==> src/rtl/tank_pump_controller.sv <==
// Fill-pump sequencer: synchronized/debounced level sensors, LED drive, rest and timeout protection.
// Optional build macro PUMP_RUN_COUNT_EN adds a saturating 16-bit fill counter output (run_count).
module tank_pump_controller #(
    parameter int unsigned DEBOUNCE_CYCLES = 4,
    parameter int unsigned MIN_REST_CYCLES = 8,
    parameter int unsigned FILL_TIMEOUT    = 64,
    parameter int unsigned CNT_W           = 8
) (
    input  logic        clock,
    input  logic        reset_n,
    input  logic        enable,
    input  logic        low_sensor,
    input  logic        high_sensor,
    input  logic        fault_clear,
    output logic        pump_on,
    output logic        led_full,
    output logic        led_low,
    output logic        fault,
`ifdef PUMP_RUN_COUNT_EN
    output logic [15:0] run_count,
`endif
    output logic [1:0]  state
);

    typedef enum logic [1:0] {
        ST_IDLE  = 2'b00,
        ST_FILL  = 2'b01,
        ST_REST  = 2'b10,
        ST_FAULT = 2'b11
    } state_e;

    localparam logic [CNT_W-1:0] CNT_ZERO  = {CNT_W{1'b0}};
    localparam logic [CNT_W-1:0] CNT_ONE   = CNT_W'(1);
    localparam logic [CNT_W-1:0] CNT_MAX   = {CNT_W{1'b1}};
    localparam logic [CNT_W-1:0] DEB_LAST  = CNT_W'(DEBOUNCE_CYCLES - 1);
    localparam logic [CNT_W-1:0] REST_LAST = CNT_W'(MIN_REST_CYCLES - 1);
    localparam logic [CNT_W-1:0] FILL_LAST = CNT_W'(FILL_TIMEOUT - 1);

    function automatic logic [CNT_W-1:0] sat_inc(input logic [CNT_W-1:0] v);
        if (v == CNT_MAX) begin
            sat_inc = v;
        end else begin
            sat_inc = v + CNT_ONE;
        end
    endfunction

    logic [1:0]       low_sync_q, low_sync_d, high_sync_q, high_sync_d;
    logic [CNT_W-1:0] low_cnt_q, low_cnt_d, high_cnt_q, high_cnt_d;
    logic             low_filt_q, low_filt_d, high_filt_q, high_filt_d;
    logic             led_full_q, led_full_d, led_low_q, led_low_d;
    state_e           state_q, state_d;
    logic [CNT_W-1:0] fill_tmr_q, fill_tmr_d, rest_tmr_q, rest_tmr_d;
    logic             pump_on_q, pump_on_d, fault_q, fault_d;
    logic             inconsistent_s;

    // Synchronizer shift and debounce: filtered value moves only after DEBOUNCE_CYCLES disagreeing cycles
    always_comb begin
        low_sync_d  = {low_sync_q[0], low_sensor};
        high_sync_d = {high_sync_q[0], high_sensor};
        low_filt_d  = low_filt_q;
        low_cnt_d   = low_cnt_q;
        high_filt_d = high_filt_q;
        high_cnt_d  = high_cnt_q;

        if (low_sync_q[1] == low_filt_q) begin
            low_cnt_d = CNT_ZERO;
        end else if (low_cnt_q >= DEB_LAST) begin
            low_filt_d = low_sync_q[1];
            low_cnt_d  = CNT_ZERO;
        end else begin
            low_cnt_d = sat_inc(low_cnt_q);
        end

        if (high_sync_q[1] == high_filt_q) begin
            high_cnt_d = CNT_ZERO;
        end else if (high_cnt_q >= DEB_LAST) begin
            high_filt_d = high_sync_q[1];
            high_cnt_d  = CNT_ZERO;
        end else begin
            high_cnt_d = sat_inc(high_cnt_q);
        end

        led_full_d = high_filt_q;
        led_low_d  = ~low_filt_q;
    end

    assign inconsistent_s = high_filt_q & ~low_filt_q;

    // Pump sequencing; a high-without-low reading overrides every other transition
    always_comb begin
        state_d    = state_q;
        fill_tmr_d = fill_tmr_q;
        rest_tmr_d = rest_tmr_q;
        case (state_q)
            ST_IDLE: begin
                if (inconsistent_s) begin
                    state_d = ST_FAULT;
                end else if (enable && !low_filt_q) begin
                    state_d    = ST_FILL;
                    fill_tmr_d = CNT_ZERO;
                end else begin
                    state_d = ST_IDLE;
                end
            end
            ST_FILL: begin
                fill_tmr_d = sat_inc(fill_tmr_q);
                if (inconsistent_s) begin
                    state_d = ST_FAULT;
                end else if (high_filt_q || !enable) begin
                    state_d    = ST_REST;
                    rest_tmr_d = CNT_ZERO;
                end else if (fill_tmr_q >= FILL_LAST) begin
                    state_d = ST_FAULT;
                end else begin
                    state_d = ST_FILL;
                end
            end
            ST_REST: begin
                rest_tmr_d = sat_inc(rest_tmr_q);
                if (inconsistent_s) begin
                    state_d = ST_FAULT;
                end else if (rest_tmr_q >= REST_LAST) begin
                    state_d = ST_IDLE;
                end else begin
                    state_d = ST_REST;
                end
            end
            ST_FAULT: begin
                if (fault_clear && !inconsistent_s) begin
                    state_d = ST_IDLE;
                end else begin
                    state_d = ST_FAULT;
                end
            end
            default: begin
                state_d = ST_IDLE;
            end
        endcase
        pump_on_d = (state_d == ST_FILL);
        fault_d   = (state_d == ST_FAULT);
    end

    // Sensor path registers
    always_ff @(posedge clock or negedge reset_n) begin
        if (!reset_n) begin
            low_sync_q  <= 2'b00;
            high_sync_q <= 2'b00;
            low_cnt_q   <= CNT_ZERO;
            high_cnt_q  <= CNT_ZERO;
            low_filt_q  <= 1'b0;
            high_filt_q <= 1'b0;
            led_full_q  <= 1'b0;
            led_low_q   <= 1'b0;
        end else begin
            low_sync_q  <= low_sync_d;
            high_sync_q <= high_sync_d;
            low_cnt_q   <= low_cnt_d;
            high_cnt_q  <= high_cnt_d;
            low_filt_q  <= low_filt_d;
            high_filt_q <= high_filt_d;
            led_full_q  <= led_full_d;
            led_low_q   <= led_low_d;
        end
    end

    // FSM state, timers and registered pump/fault outputs
    always_ff @(posedge clock or negedge reset_n) begin
        if (!reset_n) begin
            state_q    <= ST_IDLE;
            fill_tmr_q <= CNT_ZERO;
            rest_tmr_q <= CNT_ZERO;
            pump_on_q  <= 1'b0;
            fault_q    <= 1'b0;
        end else begin
            state_q    <= state_d;
            fill_tmr_q <= fill_tmr_d;
            rest_tmr_q <= rest_tmr_d;
            pump_on_q  <= pump_on_d;
            fault_q    <= fault_d;
        end
    end

`ifdef PUMP_RUN_COUNT_EN
    logic [15:0] run_count_q, run_count_d;

    // Count fill starts, holding at full scale
    always_comb begin
        if ((state_q == ST_IDLE) && (state_d == ST_FILL) && (run_count_q != 16'hFFFF)) begin
            run_count_d = run_count_q + 16'd1;
        end else begin
            run_count_d = run_count_q;
        end
    end

    // Fill counter register; only reset clears it
    always_ff @(posedge clock or negedge reset_n) begin
        if (!reset_n) begin
            run_count_q <= 16'd0;
        end else begin
            run_count_q <= run_count_d;
        end
    end

    assign run_count = run_count_q;
`endif

    assign pump_on  = pump_on_q;
    assign led_full = led_full_q;
    assign led_low  = led_low_q;
    assign fault    = fault_q;
    assign state    = state_q;

endmodule

==> config.mk <==
export PLATFORM = sky130hd
export DESIGN_NAME = tank_pump_controller
export DESIGN_NICKNAME = d
export VERILOG_FILES = /design/src/rtl/tank_pump_controller.sv
export SDC_FILE = /design/constraint.sdc
export NUM_CORES = 1
export LEC_CHECK = 0
export ABC_AREA = 1
export BUFFER_PORTS_ARGS = -buffer_cell sky130_fd_sc_hd__buf_2
export CAP_MARGIN = 0
export CORE_UTILIZATION = 53
export DETAILED_ROUTE_END_ITERATION = 6
export PLACE_DENSITY = 0.8
export SETUP_SLACK_MARGIN = 0.2
export SYNTH_ARGS = -nofsm -noshare
export SYNTH_HDL_FRONTEND = slang
export SYNTH_SLANG_ARGS = --single-unit
==> constraint.sdc <==
create_clock -name clock -period 1.4 [get_ports clock]
set_clock_uncertainty 0.2 [all_clocks]
set_input_delay 0.14 -clock clock [delete_from_list [all_inputs] [get_ports clock]]
set_output_delay 0.14 -clock clock [all_outputs]
set_load 0.02 [all_outputs]
==> impl_metrics.csv, run 1 <==
group,metric,value,unit
timing,finalCritPeriodShare,111,%
pwr,power_switching,0.00189,W
global_route,grt_max_degree,34,
yosys,ys_seq_area_share,55.2,%
setup_path,cp_data_arrival_time,1600,ps
setup_path,r2r_cells,7,
floorplanning,io_pins,12,
drt,remaining_drc_errors,0,
setup_path,crit_buf_inv,2,
pwr,p_leak,1.42,nW
layout,multi_input_area,1050,um2
yosys,synth-simple-area-share,29.8,%
yosys,yosys.cell_count.top_type,"nand2_1",
yosys,synth_compound_area_share,3.89,%
drt,viasPerCell,5.09,
drt,num_vias,1732,
setup_path,cpPeakStageDelay,510,ps
timing,hold_ws,43.9,ps
layout,syn2layout_area_growth,42.2,%
floorplanning,fp.coreArea,3470,um2
yosys,async_reset_ff_share,100,%
setup_path,path_class,"reg2reg",
yosys,ys.flop_type,"dfrtp_1",
pwr,power_frac_comb,44.0,%
clock_network,path_clk_slew,90,ps
floorplanning,placementRows,21,
setup_path,critical_path.slowest_cell,"dfrtp_2",
drt,ant_nets,0,
timing,setup_viol_count_final,19,
setup_path,worstSetupStartpointType,"register",
clock_network,cts_root_buf,"clkbuf_8",
setup_path,cp_top_family,"simple AND/OR/NAND/NOR gates",
placement,place_ws,-75.7,ps
placement,port_buffers,11,
timing,fin_ws,-160,ps
yosys,synth_area_per_cell,8.71,um2
yosys,ys_seq_elements,44,
layout,fillCellCount,190,
pwr,p_total,0.00495,W
global_route,grt_util_all_layers,22.3,%
yosys,synth_area,1990,um2
timing,rsz0062_at_grt,"true",
yosys,synth_area_leader_cell,"dfrtp_1",
global_route,grt_overflow,0,
global_route,grt_antenna_before_repair,0,
placement,dp_cells,316,
layout,antenna_cells,0,
worst_hold_path,min_path_type,"in2async",
global_route,grt_first_pass_wirelength,6.86,mm
pwr,power_density,1750,nW/um2
setup_path,critPathMaxFanout,6,
timing,clock.fmax,0.641,GHz
yosys,synth_top_cell_area_share,55.2,%
timing,fin_crit,1560,ps
yosys,ys_top_cells_by_count,"nand2_1, dfrtp_1, nor2_1, nand3_1, inv_1",
floorplanning,die_x,63.3,um
floorplanning,die_h,63.3,um
placement,place_hpwl,2.68,mm
yosys,synthAdderAreaFrac,2.51,%
timing,slew_viol_final,0,
status,status,"complete, but fails checks",
yosys,synthCells,229,
setup_path,crit_chain,"inv_4 -> nor2_4 -> buf_6 -> a21oi_2 -> nor2_2 -> nand2_2 -> nor2_2",
yosys,synth_edf_count,0,
clock_network,clk_latency,300,ps
pwr,p_clk_share,20.9,%
clock_network,cts.sinks,44,
drt,drtIter0Drc,97,
layout,drive_above_1_share,42.2,%
clock_network,cts.path.max_buffers,2,
run,drv_cap,0,
clock_network,numCtsBuffers,5,
drt,dr.pass1.iters,4,
clock_network,cts_tree,"yes",
setup_path,cp-end-kind,"register",
clock_network,htreeDepth,2,
timing,setup-tns-final,-1710,ps
yosys,yosysUniqueCellTypes,26,
pwr,vdd_drop_max,0.927,mV
placement,gp_congestion,0.885,
drt,routedWlPerCell,14.3,um
timing,final_hold_viol_count,0,
layout,regArea,1100,um2
status,violations,"negative setup slack",
drt,routed_wl,4.86,mm
yosys,muxShareOfSynthArea,0,%
pwr,p_int,0.00306,W
pwr,switching_share,38.3,%
yosys,netlist_top_cells_area,"dfrtp_1, nand2_1, nand3_1, nor2_1, inv_1",
setup_path,critical_path_required,1440,ps
floorplanning,dieArea,4010,um2
yosys,synth_xor_area_share,2.20,%
pwr,pwr-share-seq,35.0,%
global_route,grt_pass1_vias,1604,
layout,fin_nets,303,
yosys,synth_top_family_by_area,"simple AND/OR/NAND/NOR gates",
floorplanning,initial_core_util,57.5,%
setup_path,critical_path_cell_count,7,
layout,instances_no_fill,340,
setup_path,cpMostUsedCell,"nor2_2",
yosys,synth_warnings,0,
## power by group through the flow
stage / Sequential [W] / Combinational, W / Clock, W
final: 0.00173 / 0.00218 / 0.00104
after floorplan: 0.00177 / 0.000852 / 0
after detailed placement: 0.00170 / 0.00143 / 0
after CTS: 0.00169 / 0.00176 / 0.00104
after global placement: 0.00170 / 0.00139 / 0
after global routing: 0.00176 / 0.00233 / 0.00109
## metrics by stage
stage	utilization, %	cell area, um2
final	81.7	2840
after global placement	67.3	2330
after CTS	75.9	2630
after floorplan	-	2070
after detailed placement	67.3	2330
after global routing	81.7	2840
## metal layers
| layer | GRT usage [%] | part of all wire [%] | up-vias |
|---|---|---|---|
| met5 | 0 | 0 | - |
| met4 | 7.10 | 1.1 | 0 |
| met3 | 5.43 | 3.3 | 7 |
| met2 | 39.6 | 57 | 38 |
| met1 | 26.3 | 39 | 847 |
| li1 | - | - | 840 |
## cell families after synthesis
kind of cell	after synthesis
simple gates	135
flops	44
buf+inv	28
compound gates	12
xor+xnor	5
fa+ha+maj	4
other cells	1
## area by class of cell
type | count | area share [%]
multi-input cells | 169 | 37.0
repair buffers | 48 | 14.3
well taps | 46 | 2.03
clock buffers | 6 | 2.91
inverters | 25 | 3.40
flip-flops and latches | 44 | 38.9
clock inverters | 2 | 1.37
## worst reg2reg max path, delay by kind of cell (launching register included)
kind / cells / cell delay (ps)
buf+inv: 2 / 210
flops: 1 / 510
simple gates: 4 / 540
compound gates: 1 / 30
## repair_timing
| action | CTS | global route |
|---|---|---|
| pin swaps | 3 | 23 |
| resized for setup | 37 | 41 |
| setup buffers | 6 | 6 |
| endpoints found under the setup margin | 27 | 28 |
| gates cloned | 0 | 1 |
| hold endpoints to repair | 46 | 0 |
| hold buffers | 3 | 0 |
## cell usage in the layout (no fill, tap or decap), drive strengths merged, types with 4 or more instances in the layout
master	synthesis	layout
nand2	58	58
buf	3	45
xor2	4	4
nor2	39	39
conb	1	12
inv	25	25
dfrtp	44	44
ha	4	4
clkbuf	0	6
o21ai	9	9
nand3	31	32
## registers in the layout, indices dropped and copies added, names as in the netlist
signal       count
rest_tmr_q       8
low_filt_q       1
low_cnt_q        8
led_full         1
fill_tmr_q       8
low_sync_q       2
led_low          1
fault            1
state            2
pump_on          1
high_cnt_q       8
high_filt_q      1
high_sync_q      2
## worst paths after layout
path	from	end	slack (ps)
min in group clock	fault_clear	fault$_DFF_PN0_	140
max reg2reg	state[0]$_DFF_PN0_	pump_on$_DFF_PN0_	-160
min	reset_n	low_cnt_q[6]$_DFFE_PN0P_	40
min reg2reg	high_sync_q[0]$_DFF_PN0_	high_sync_q[1]$_DFF_PN0_	160
max in group asynchronous	reset_n	state[1]$_DFF_PN0_	490
max	state[0]$_DFF_PN0_	pump_on$_DFF_PN0_	-160
No activity file was read; power rests on OpenSTA's default activity.
==> run 2: changes to the inputs <==
--- a/config.mk
+++ b/config.mk
@@ -10,8 +10,10 @@
 export CAP_MARGIN = 0
 export CORE_UTILIZATION = 53
 export DETAILED_ROUTE_END_ITERATION = 6
+export GPL_TIMING_DRIVEN = 0
 export PLACE_DENSITY = 0.8
 export SETUP_SLACK_MARGIN = 0.2
+export SKIP_LAST_GASP = 1
 export SYNTH_ARGS = -nofsm -noshare
 export SYNTH_HDL_FRONTEND = slang
 export SYNTH_SLANG_ARGS = --single-unit
==> impl_metrics.csv, run 2 (synthesis results as in run 1) <==
group,metric,value,unit
status,status,"complete, but fails checks",
status,violations,"negative hold slack, negative setup slack",
setup_path,regToRegEndpoint,"rest_tmr_q[3]$_DFFE_PN0P_",
clock_network,cts.path.max_buffers,2,
global_route,grt_first_pass_wirelength,6.66,mm
worst_hold_path,min_path_type,"in2async",
placement,dp_cells,297,
floorplanning,io_pins,12,
timing,setup_viol_count_final,18,
layout,instances_no_fill,335,
setup_path,path_class,"reg2reg",
timing,fin_ws,-103,ps
global_route,grt_antenna_before_repair,0,
clock_network,cts.sinks,44,
timing,hold_ws,-208,ps
timing,finalCritPeriodShare,107,%
drt,met1Wirelength,1.80,mm
layout,layout_commonest_cell,"dfrtp_1",
timing,rsz0062_at_grt,"true",
run,drv_cap,0,
floorplanning,fp.coreArea,3470,um2
drt,dr.pass1.iters,4,
drt,routed_wl,4.46,mm
drt,remaining_drc_errors,0,
global_route,grt_overflow,0,
setup_path,r2r_cells,8,
drt,routedWlPerCell,13.3,um
floorplanning,initial_core_util,57.5,%
setup_path,worstSetupStartpointType,"register",
placement,port_buffers,11,
pwr,power_density,1700,nW/um2
clock_network,cts_tree,"yes",
drt,top_layer_used,"met4",
layout,drive_above_1_share,41.9,%
floorplanning,die_h,63.3,um
floorplanning,dieArea,4010,um2
setup_path,cp_data_arrival_time,1500,ps
clock_network,cts_root_buf,"clkbuf_8",
drt,drtIter0Drc,85,
clock_network,clk_latency,300,ps
timing,worst_pin_slew,965,ps
placement,place_hpwl,2.31,mm
layout,fin_nets,298,
setup_path,cp-end-kind,"register",
global_route,grt_pass1_vias,1639,
drt,viasPerCell,4.96,
drt,ant_nets,0,
setup_path,critical_path_required,1400,ps
drt,num_vias,1662,
pwr,p_total,0.00476,W
pwr,vdd_drop_max,1.14,mV
setup_path,r2r_setup_slack,-100,ps
clock_network,path_clk_slew,80,ps
pwr,p_leak,1.38,nW
floorplanning,die_x,63.3,um
drt,wl_met2,2.52,mm
global_route,grt_util_all_layers,21.8,%
timing,clock.fmax,0.665,GHz
floorplanning,placementRows,21,
drt,wl_met3,96,um
layout,final_cell_mix,"dfrtp_1, nand2_1, nor2_1",
clock_network,htreeDepth,2,
clock_network,numCtsBuffers,5,
layout,antenna_cells,0,
global_route,grt_max_degree,45,
setup_path,r2r-start,"rest_tmr_q[0]$_DFFE_PN0P_",
timing,slew_headroom,35.7,%
clock_network,cts_hold_buf,2,
placement,gp_congestion,0.853,
setup_path,critPathMaxFanout,8,
layout,syn2layout_area_growth,40.3,%
timing,fin_crit,1500,ps
timing,slew_viol_final,0,
timing,final_hold_viol_count,44,
run 2: changes by cell type in the layout (fill, tap and decap cells not counted), moves of 2 or more:
cell     delta
buf_4       -2
dfrtp_1     -3
dfrtp_2     +3
nand2_1     +2
nand2_4     -3
nand3_2     -2
nand3_4     +2
nor2_1      -2
nor2_2      +3
o21ai_1     +2
run 2: worst max path at each step:
stage | slack (ps) | cells after the start | to | startpoint
after floorplan | -4 | 8 | fill_tmr_q[5]$_DFFE_PN0P_ | fill_tmr_q[1]$_DFFE_PN0P_
after global placement | -170 | 8 | fill_tmr_q[7]$_DFFE_PN0P_ | fill_tmr_q[0]$_DFFE_PN0P_
after detailed placement | -180 | 8 | fill_tmr_q[7]$_DFFE_PN0P_ | fill_tmr_q[1]$_DFFE_PN0P_
after CTS | -70 | 8 | rest_tmr_q[0]$_DFFE_PN0P_ | rest_tmr_q[0]$_DFFE_PN0P_
after global routing | -180 | 8 | rest_tmr_q[1]$_DFFE_PN0P_ | rest_tmr_q[0]$_DFFE_PN0P_
final | -100 | 8 | rest_tmr_q[3]$_DFFE_PN0P_ | rest_tmr_q[0]$_DFFE_PN0P_
run 2: layer usage:
| metal | global-route usage (%) | vias to the layer above |
|---|---|---|
| met5 | 0 | - |
| met4 | 7.95 | 0 |
| met3 | 6.52 | 7 |
| met2 | 39.2 | 16 |
| met1 | 23.9 | 808 |
| li1 | - | 831 |
run 2: critical path: stages, from the launching register on:
cell	delay, ps
dfrtp_1	370
ha_2	190
nand2_2	80
nor2_2	120
nand2_2	90
nand2_4	140
nand2_4	90
nand3_2	60
nand2_1	60
run 2: report_power, final:
part	total, W	switching [W]	internal, W	leakage (nW)
combinational	0.00198	0.00109	0.000897	0.763
clock	0.00102	0.000435	0.000583	0.0614
sequential	0.00176	0.000270	0.00149	0.551
run 2: final cells by class:
cell class / instances / area (um2)
repair buffers: 40 / 325
fillers: 212 / 671
clock inverters: 2 / 38.8
multi-input cells: 169 / 1060
clock buffers: 6 / 82.6
flip-flops and latches: 44 / 1110
inverters: 25 / 93.8
well taps: 46 / 57.6
plain buffers: 3 / 30.0
run 2: repair_timing:
item	4_1_cts	5_1_grt
gates resized for setup	30	46
gates cloned	2	1
setup buffers	18	7
hold endpoints to repair	46	44
pin swaps	16	24
setup endpoints to repair	25	26
run 2: per-stage QoR:
step           util, %  instance area (um2)  setup TNS, ps  setup slack, ps  hold WS (ps)
4_1_cts           74.5                 2580           -603            -74.4          -190
2_1_floorplan        -                 2070          -13.9            -4.04          -356
5_1_grt           80.7                 2800          -2570             -177          -137
6_report          80.7                 2800          -1390             -103          -208
3_3_place_gp      63.0                 2190          -1640             -170          47.8
3_5_place_dp      63.0                 2190          -1880             -182          50.1
==> run 3: changes to the inputs <==
--- a/config.mk
+++ b/config.mk
@@ -8,10 +8,10 @@
 export ABC_AREA = 1
 export BUFFER_PORTS_ARGS = -buffer_cell sky130_fd_sc_hd__buf_2
 export CAP_MARGIN = 0
-export CORE_UTILIZATION = 53
+export CORE_UTILIZATION = 55
 export DETAILED_ROUTE_END_ITERATION = 6
 export GPL_TIMING_DRIVEN = 0
-export PLACE_DENSITY = 0.8
+export PLACE_DENSITY = 0.79
 export SETUP_SLACK_MARGIN = 0.2
 export SKIP_LAST_GASP = 1
 export SYNTH_ARGS = -nofsm -noshare
==> constraint.sdc (replaced) <==
create_clock -name clock -period 1.9 [get_ports clock]
set_clock_uncertainty 0.2 [all_clocks]
set_input_delay 0.19 -clock clock [delete_from_list [all_inputs] [get_ports clock]]
set_output_delay 0.19 -clock clock [all_outputs]
set_load 0.02 [all_outputs]
==> impl_metrics.csv, run 3 (synthesis results as in run 1) <==
group,metric,value,unit
drt,num_vias,1482,
clock_network,cts.path.max_buffers,2,
placement,place_hpwl,2.15,mm
floorplanning,initial_core_util,58.4,%
pwr,p_int,0.00188,W
timing,setup_viol_count_final,0,
status,status,"completed",
pwr,p_leak,1.23,nW
setup_path,critical_path_required,1970,ps
drt,dr.pass1.iters,4,
layout,layout_commonest_cell,"nand2_1",
timing,slew_headroom,38.7,%
timing,fin_crit,1580,ps
global_route,grt_util_all_layers,20.0,%
floorplanning,dieArea,3870,um2
pwr,switching_share,35.3,%
drt,drtIter0Drc,93,
worst_hold_path,min_path_type,"in2reg",
worst_hold_path,holdPathEnd,"fill_tmr_q[3]$_DFFE_PN0P_",
pwr,p_total,0.00290,W
pwr,power_switching,0.00103,W
timing,finalCritPeriodShare,82.9,%
setup_path,cp-end-kind,"register",
drt,routedWlPerCell,10.4,um
layout,fin_nets,277,
pwr,p_clk_share,24.1,%
layout,antenna_cells,0,
drt,routed_wl,3.25,mm
clock_network,path_clk_slew,120,ps
pwr,pwr-share-seq,43.2,%
timing,setup-tns-final,0,ps
drt,ant_nets,0,
global_route,grt_antenna_before_repair,0,
pwr,power_density,1240,nW/um2
setup_path,critPathMaxFanout,8,
layout,fillCellCount,270,
floorplanning,io_pins,12,
drt,viasPerCell,4.73,
layout,drive_above_1_share,16.1,%
placement,port_buffers,11,
timing,hold_ws,126,ps
worst_hold_path,min-delay-start,"enable",
placement,place_ws,332,ps
pwr,vdd_drop_max,0.654,mV
timing,clock.fmax,0.635,GHz
setup_path,r2r-start,"rest_tmr_q[0]$_DFFE_PN0P_",
timing,rsz0062_at_grt,"false",
global_route,grt_first_pass_wirelength,6.00,mm
timing,fin_ws,325,ps
setup_path,r2r_setup_slack,320,ps
global_route,grt_overflow,0,
global_route,grt_max_degree,45,
setup_path,worstSetupStartpointType,"register",
floorplanning,placementRows,21,
layout,fin_util,68.5,%
clock_network,numCtsBuffers,5,
layout,syn2layout_area_growth,17.3,%
clock_network,htreeDepth,2,
setup_path,r2r_cells,8,
placement,gp_congestion,0.827,
clock_network,cts.sinks,44,
floorplanning,fp.coreArea,3420,um2
setup_path,regToRegEndpoint,"rest_tmr_q[5]$_DFFE_PN0P_",
clock_network,clk_latency,360,ps
drt,remaining_drc_errors,0,
timing,final_hold_viol_count,0,
clock_network,cts_tree,"yes",
layout,final_cell_mix,"nand2_1, dfrtp_1, nor2_1",
timing,slew_viol_final,0,
global_route,grt_pass1_vias,1418,
setup_path,path_class,"reg2reg",
setup_path,cp_data_arrival_time,1650,ps
timing,worst_pin_slew,920,ps
clock_network,cts_root_buf,"clkbuf_4",
run,drv_cap,0,
floorplanning,die_x,62.2,um
worst_hold_path,whs_path_depth,7,
floorplanning,die_h,62.2,um
pwr,power_frac_comb,32.8,%
run 3: cell types whose count changed in the layout (fill, tap and decap cells not counted), sizes merged:
cell         delta
buf            -21
bufinv          +1
clkbuf          -1
clkinv          -1
dlygate4sd3     +1
nand3           -1
run 3: worst max-delay path by stage:
stage	startpoint	end	slack [ps]	cells after the start
floorplan	state[1]$_DFF_PN0_	pump_on$_DFF_PN0_	410	7
global placement	fill_tmr_q[1]$_DFFE_PN0P_	fill_tmr_q[7]$_DFFE_PN0P_	330	8
detailed placement	rest_tmr_q[0]$_DFFE_PN0P_	rest_tmr_q[5]$_DFFE_PN0P_	330	8
CTS	fill_tmr_q[0]$_DFFE_PN0P_	fill_tmr_q[7]$_DFFE_PN0P_	270	8
global route	fill_tmr_q[1]$_DFFE_PN0P_	fill_tmr_q[5]$_DFFE_PN0P_	190	8
finish	rest_tmr_q[0]$_DFFE_PN0P_	rest_tmr_q[5]$_DFFE_PN0P_	320	8
run 3: area by class of cell:
type / instances / area [um2] / area share, %
Buffer: 3 / 30.0 / 1.28
Clock buffer: 5 / 37.5 / 1.61
Clock inverter: 2 / 60.1 / 2.57
Inverter: 25 / 93.8 / 4.01
Multi-Input combinational cell: 168 / 816 / 34.9
Sequential cell: 44 / 1100 / 47.1
Tap cell: 46 / 57.6 / 2.46
Timing Repair Buffer: 20 / 143 / 6.10
run 3: timing repair:
action,CTS,global route
hold buffers,3,0
setup buffers,0,6
endpoints found under the hold margin,46,0
endpoints found under the setup margin,0,13
gates resized for setup,0,4
run 3: metal layers:
| metal | wire (um) | GRT usage, % | up-vias |
|---|---|---|---|
| li1 | - | - | 787 |
| met4 | 73 | 9.88 | 0 |
| met2 | 1530 | 31.9 | 22 |
| met5 | 0 | 0 | - |
| met1 | 1550 | 25.4 | 667 |
| met3 | 99 | 5.15 | 6 |
run 3: power groups by stage:
stage	registers [W]	logic, W	clock network, W
finish	0.00125	0.000951	0.000698
global route	0.00128	0.00109	0.000739
CTS	0.00126	0.000838	0.000711
detailed placement	0.00127	0.000829	0
global placement	0.00127	0.000816	0
floorplan	0.00129	0.000591	0
run 3: critical path: stages (launching register included):
cell,delay [ps]
dfrtp_1,410
ha_1,180
nand2_1,110
nor2_1,120
nand2_1,100
nand2_4,120
nand2_2,100
nand3_1,100
nand2_1,50
run 3: metrics by stage:
stage	instances	instance area (um2)
after floorplan	240	2040
after global placement	297	2150
after detailed placement	297	2150
after CTS	307	2280
after global routing	313	2340
final	313	2340
